**src/rtl/prng_rnd_feeder.sv**
```systemverilog
// prng_rnd_feeder
//   Randomness producer for the masked HPC2 gadget bank. A seedable 64-bit
//   Fibonacci LFSR (x^64+x^63+x^61+x^60+1) is unrolled W steps per cycle and
//   streamed out over a valid/ready handshake, one fresh word per transfer.
//   Each (re)seed is followed by a WARMUP-cycle discard phase.
//
// Optional feature macro: FEEDER_RESEED_REQ_EN
//   defined   -> transfer counter and advisory reseed_req after RESEED_LIMIT transfers
//   undefined -> no counter, reseed_req tied to 0
//
// Ports
//   clk, rst         : clock, synchronous active-high reset
//   in_seed[63:0]    : seed value (64'h0 is replaced by 64'h1)
//   in_seed_valid    : seed offered
//   in_seed_ready    : seed can be accepted (WAIT_SEED or RUN)
//   out_rnd[W-1:0]   : random word, bit k is the k-th generated bit of the step
//   out_valid        : out_rnd fresh and unconsumed
//   out_ready        : consumer takes out_rnd this cycle
//   reseed_req       : advisory reseed request
module prng_rnd_feeder #(
    parameter int unsigned d            = 2,
    parameter int unsigned NGADGETS     = 1,
    parameter int unsigned WARMUP       = 16,
    parameter int unsigned RESEED_LIMIT = 1024,
    localparam int unsigned W           = NGADGETS * d * (d - 1) / 2
) (
    input  logic          clk,
    input  logic          rst,
    input  logic [63:0]   in_seed,
    input  logic          in_seed_valid,
    output logic          in_seed_ready,
    output logic [W-1:0]  out_rnd,
    output logic          out_valid,
    input  logic          out_ready,
    output logic          reseed_req
);

    localparam int unsigned CNT_W = 8;

    // Elaboration-time parameter range checks
    if (W < 1 || W > 64) begin : g_bad_w
        $error("prng_rnd_feeder: W must be in 1..64");
    end
    if (WARMUP < 1 || WARMUP > 255) begin : g_bad_warmup
        $error("prng_rnd_feeder: WARMUP must be in 1..255");
    end
    if (RESEED_LIMIT < 1) begin : g_bad_limit
        $error("prng_rnd_feeder: RESEED_LIMIT must be at least 1");
    end

    typedef enum logic [1:0] {
        ST_WAIT_SEED = 2'd0,
        ST_WARMUP    = 2'd1,
        ST_RUN       = 2'd2
    } state_t;

    state_t            state, state_next;
    logic [63:0]       s, s_next;
    logic [W-1:0]      rnd_next;
    logic              valid_next;
    logic [CNT_W-1:0]  wcnt, wcnt_next;
    logic              seed_acc;
    logic [63:0]       seed_fix;
    logic [W+63:0]     adv_run, adv_seed;

    // W unrolled LFSR steps: returns {collected fb bits, new state}
    function automatic logic [W+63:0] lfsr_adv(input logic [63:0] st);
        logic [63:0]  x;
        logic [W-1:0] bits;
        logic         fb;
        x    = st;
        bits = '0;
        for (int k = 0; k < W; k++) begin
            fb      = x[63] ^ x[62] ^ x[60] ^ x[59];
            bits[k] = fb;
            x       = {x[62:0], fb};
        end
        return {bits, x};
    endfunction

    assign seed_fix = (in_seed == 64'h0) ? 64'h1 : in_seed;
    assign adv_run  = lfsr_adv(s);
    // The accept cycle performs the first advance so that the word loaded on
    // the last warm-up cycle lands on bits W*WARMUP .. W*WARMUP+W-1.
    assign adv_seed = lfsr_adv(seed_fix);

    // Next-state and datapath decode
    always_comb begin
        state_next = state;
        s_next     = s;
        rnd_next   = out_rnd;
        valid_next = out_valid;
        wcnt_next  = wcnt;
        seed_acc   = 1'b0;
        case (state)
            ST_WAIT_SEED: begin
                seed_acc = in_seed_valid;
            end
            ST_WARMUP: begin
                s_next    = adv_run[63:0];
                wcnt_next = CNT_W'(wcnt - CNT_W'(1));
                if (wcnt == CNT_W'(1)) begin
                    rnd_next   = adv_run[W+63:64];
                    valid_next = 1'b1;
                    state_next = ST_RUN;
                end
            end
            ST_RUN: begin
                // A concurrent out_ready completes the old word; a seed wins over the advance.
                seed_acc = in_seed_valid;
                if (!in_seed_valid && out_ready) begin
                    s_next   = adv_run[63:0];
                    rnd_next = adv_run[W+63:64];
                end
            end
            default: begin
                state_next = ST_WAIT_SEED;
            end
        endcase
        if (seed_acc) begin
            s_next     = adv_seed[63:0];
            wcnt_next  = CNT_W'(WARMUP);
            valid_next = 1'b0;
            state_next = ST_WARMUP;
        end
    end

    // State and output registers
    always_ff @(posedge clk) begin
        if (rst) begin
            state         <= ST_WAIT_SEED;
            s             <= '0;
            out_rnd       <= '0;
            out_valid     <= 1'b0;
            in_seed_ready <= 1'b1;
            wcnt          <= '0;
        end else begin
            state         <= state_next;
            s             <= s_next;
            out_rnd       <= rnd_next;
            out_valid     <= valid_next;
            in_seed_ready <= (state_next != ST_WARMUP);
            wcnt          <= wcnt_next;
        end
    end

`ifdef FEEDER_RESEED_REQ_EN
    localparam int unsigned RC_W = $clog2(RESEED_LIMIT + 1);

    logic            xfer;
    logic [RC_W-1:0] xfer_cnt, xfer_cnt_next;

    assign xfer = (state == ST_RUN) && out_ready;

    // Saturating transfer counter, cleared on every seed acceptance
    always_comb begin
        xfer_cnt_next = xfer_cnt;
        if (seed_acc) begin
            xfer_cnt_next = '0;
        end else if (xfer && (xfer_cnt != RC_W'(RESEED_LIMIT))) begin
            xfer_cnt_next = RC_W'(xfer_cnt + RC_W'(1));
        end
    end

    always_ff @(posedge clk) begin
        if (rst) begin
            xfer_cnt   <= '0;
            reseed_req <= 1'b0;
        end else begin
            xfer_cnt   <= xfer_cnt_next;
            reseed_req <= (xfer_cnt_next == RC_W'(RESEED_LIMIT));
        end
    end
`else
    assign reseed_req = 1'b0;
`endif

endmodule

```
**config.mk**
```make
export PLATFORM = sky130hd
export DESIGN_NAME = prng_rnd_feeder
export DESIGN_NICKNAME = d
export VERILOG_FILES = /design/src/rtl/prng_rnd_feeder.sv
export SDC_FILE = /design/constraint.sdc
export NUM_CORES = 1
export LEC_CHECK = 0
export CAP_MARGIN = 10
export CORE_MARGIN = 2
export CORE_UTILIZATION = 40
export CTS_CLUSTER_DIAMETER = 120
export DETAILED_ROUTE_END_ITERATION = 16
export PLACE_DENSITY = 0.78
export SLEW_MARGIN = 20
export SYNTH_ARGS = -nofsm -noshare
export SYNTH_HDL_FRONTEND = slang
export SYNTH_SLANG_ARGS = --single-unit
export TNS_END_PERCENT = 5
```
**constraint.sdc**
```tcl
create_clock -name clk -period 1.3 [get_ports clk]
set_input_delay 0.26 -clock clk [delete_from_list [all_inputs] [get_ports clk]]
set_output_delay 0.26 -clock clk [all_outputs]
set_load 0.01 [all_outputs]
```
==> results.txt <==
* Clock tree from TritonCTS: yes
- Launch point of the worst reg-to-reg path: state[1]
* Ratio of cells with drive above 1 in the final layout: 27.8%
- The critical path in this run is classified as in2reg.
- Setup slack on the critical path of the routed design comes to -0.250 ns.
- The critical path contains buffers and inverters numbering 2 combined.
* Maximum resistive drop on vdd: 0.000505 V
- Latest clock arrival within the worst-skew pair: 0.36 ns
* Result of the run: finished with violations
- Clock-pin slew was measured on the worst setup and hold paths at 0.07 ns.
- Worst-path cell with the longest stage delay: clkdlybuf4s50_1
- Router iterations before antenna repair: 5
- The clock passes through at most 2 buffers.
- Global routing usage summed across all routing layers: 21.5%
* Placed inst area: 4850 µm²
- Quantity of hold-fixing buffers added after cts: 0
- Vias/cell: 5.58
- Timing analysis after detailed placement gives a worst setup slack of -0.547 ns.
- Number of clock sinks seen by CTS: 77
* Initial Utilization: 40.8%
- Core Region: 8590 µm²
* CP endpoint: s[1]
- Netlist area before placement: 3500 µm²
- The first global-routing pass estimated 16600 µm of wire.
- The total overflow left after global routing is 0.
- After synthesis, flip-flops and latches occupy 44.0% of the total area.
- STA classifies the critical path endpoint as a flip-flop.
* Max FO, Critical Path: 2
* Worst path required time: 1.58 ns
- Among cell families on the critical path, the largest total delay comes from simple AND/OR/NAND/NOR gates.
- The path class of the tightest hold or removal check is in2reg.
- Area of all sequential standard cells: 1550 µm²
- Clock tree synthesis selected as its root buffer the cell clkbuf_8.
* Number of distinct standard cells referenced by the synthesized netlist: 29
- Setup violations remaining at the end of the flow were counted as 66.
* I/O Buffers: 70
* Minimum setup slack among reg-to-reg paths: -0.19 ns
* Power density over cell area: 1190 nW/µm²
* Upper clock frequency limit: 0.645 GHz
* Length in cells of the worst reg-to-reg path: 6
- Area enclosed by the die boundary: 9530 µm²
* Footprint of the multi-input gates: 2080 µm²
- In this run the worst setup path begins at in_seed[3].
- Via count of the first global-routing pass: 3580
* Detailed placer's ending HPWL: 6890 µm
- RR Endpoint: s[10]
- For this run, the leading register cell type out of synthesis is dfxtp_1.
* Endpoints failing hold: 0
- Number of logic stages on the critical path including buffering: 7
- Layout Cell Area excl Fill: 5600 µm²
- Async set-reset flop share out of synthesis: 0%
- Post-Syn Nets: 522
- Slew Viols, Final: 0
* Average instance area after synthesis: 7.75 µm²
- In this design, the stage delay of the slowest critical-path cell is 0.43 ns.
- Worst-path cell chain: clkdlybuf4s50_1, nor4_1, buf_4, nand4_1, nor4_2, o311ai_1, o21ai_0
* Width of the chip: 97.6 µm
- In this run the static leakage power is 0.00214 µW.
* Height of the die: 97.6 µm
- At the worst endpoint, the arrival time is 1.83 ns.
- Syn. warnings: 0
- In this run the remaining antenna-violating nets after routing total 0.
- Maximum number of pins on one net before global-route repair: 52
- The repair_antennas step left the layout with diodes totalling 0.
- Gate count of the mapped netlist: 452
* Final Total Pwr: 6680 µW
- Filler Cells Inserted: 641
* # rows: 34
- After synthesis the netlist holds a flip-flop and latch count of 77.
- Fin crit period: 1.55 ns
- Post-DR wirelength/cell: 16.4 µm
* Count of vias placed by the detailed router: 3849
* Synth-to-Final Area Change: 59.8%
* Initial antenna violation count: 0
- Total clock buffers created by CTS: 9
- In the routed design, unresolved DRC markers number 0.
* Net count, final: 648
- Final hold slack: 0.177 ns
- Placed Cells: 665
- Worst Skew: 0.00675 ns
- Final wirelength: 11300 µm
- Of the available clock period, the critical path in the final layout requires 119%.
- The congestion estimate from routability-driven global placement came to 0.789.
* Number of DRC markers after the initial detailed-route iteration: 230
* Maximum capacitance violations: 0
- The H-tree was split into 3 levels.
- Setup repair after global routing could not meet its margin everywhere.
* Count of pins on the block boundary: 72
* Element type at the critical path start: primary input
- Violated checks: setup timing
* Count of non-filler cells in the finished layout: 690
- In this run, synthesis inferred 0 flip-flops with an integrated enable.
-- routing by layer --
layer  part of all wire, %  GRT usage, %  vias to the layer above
li1                      -             -                     1846
met1                    41          25.6                     1826
met2                    51          36.8                      141
met3                   5.2          5.04                       36
met4                   3.4          9.51                        0
met5                     0             0                        -
-- state kept, by name (all words and copies together), names as in the netlist --
signal,cells
s,64
state,2
wcnt,8
out_rnd,1
in_seed_ready,1
out_valid,1
-- cell type report --
| cell class | count | area share (%) |
|---|---|---|
| inverters | 3 | 0.201 |
| repair buffers | 154 | 28.3 |
| clock inverters | 3 | 1.21 |
| multi-input cells | 333 | 37.2 |
| flip-flops and latches | 77 | 27.7 |
| well taps | 108 | 2.41 |
| clock buffers | 12 | 2.95 |
-- what timing repair did --
action | in CTS | in global routing
resized for setup | 21 | 58
gates cloned | 3 | 3
setup endpoints to repair | 73 | 72
pin swaps | 21 | 33
setup buffers | 1 | 3
-- stage by stage --
stage / TNS [ns] / utilization, %
2_1_floorplan: 0 / -
3_3_place_gp: -29.32 / 56.4
3_5_place_dp: -33.29 / 56.4
4_1_cts: -5.19 / 61.0
5_1_grt: -8.96 / 65.2
6_report: -4.43 / 65.2
-- power breakdown --
part           internal [µW]  switching (µW)  total, µW
clock network           1230             849       2080
logic                    939             874       1810
registers               2620             164       2790
total                   4790            1890       6680
-- cells by family (layout without fill, tap and decap cells) --
family / count (synthesis) / in the layout / share of synthesized area, %
AOI/OAI and AO/OA: 77 / 77 / 18.0
DFF: 77 / 77 / 44.0
and+or+nand+nor: 242 / 242 / 29.0
adders and majority gates: 2 / 2 / 0.714
buffers and inverters: 42 / 172 / 5.46
xor gates and xnor gates: 11 / 11 / 2.75
other: 1 / 1 / 0.107
-- cell usage in the layout (no fill, tap or decap), drive strengths merged --
cell,Yosys,final
nand3b,1,1
o311ai,1,1
nor2,74,74
clkinvlp,0,1
nand2b,7,7
nand4,4,4
xnor2,7,7
nand2,130,130
bufbuf,0,1
inv,3,3
xor2,4,4
dlygate4sd2,0,5
and3,1,1
nor3,2,2
a21oi,7,7
clkbuf,16,14
a311oi,62,62
clkdlybuf4s50,0,64
conb,1,1
bufinv,0,2
dfxtp,77,77
buf,23,82
ha,2,2
o21ai,4,4
nor2b,2,2
a211oi,2,2
nand3,1,1
or3,1,1
nor4,19,19
o2bb2ai,1,1
-- cell usage after synthesis, types with 3 or more instances --
library cell	instances	area, µm²
nand2b_1	7	43.8
clkbuf_1	16	60.1
xor2_1	4	35.0
dfxtp_1	77	1540
inv_1	3	11.3
o21ai_0	3	15.0
nand4_1	4	25.0
a21oi_1	7	35.0
buf_2	21	105
nor4_1	17	106
a311oi_1	62	543
xnor2_1	7	61.3
nand2_1	129	484
nor2_1	74	278
-- worst min path at each step --
stage	to	slack (ns)	depth (start not counted)	start
after global placement	out_valid	0.46	2	out_valid
after global routing	wcnt[4]	0.17	2	rst
after CTS	wcnt[4]	0.17	2	rst
after floorplan	s[12]	0.41	2	in_seed[11]
final	wcnt[4]	0.18	2	rst
after detailed placement	out_valid	0.46	2	out_valid
Power figures use the tool's default switching activity.
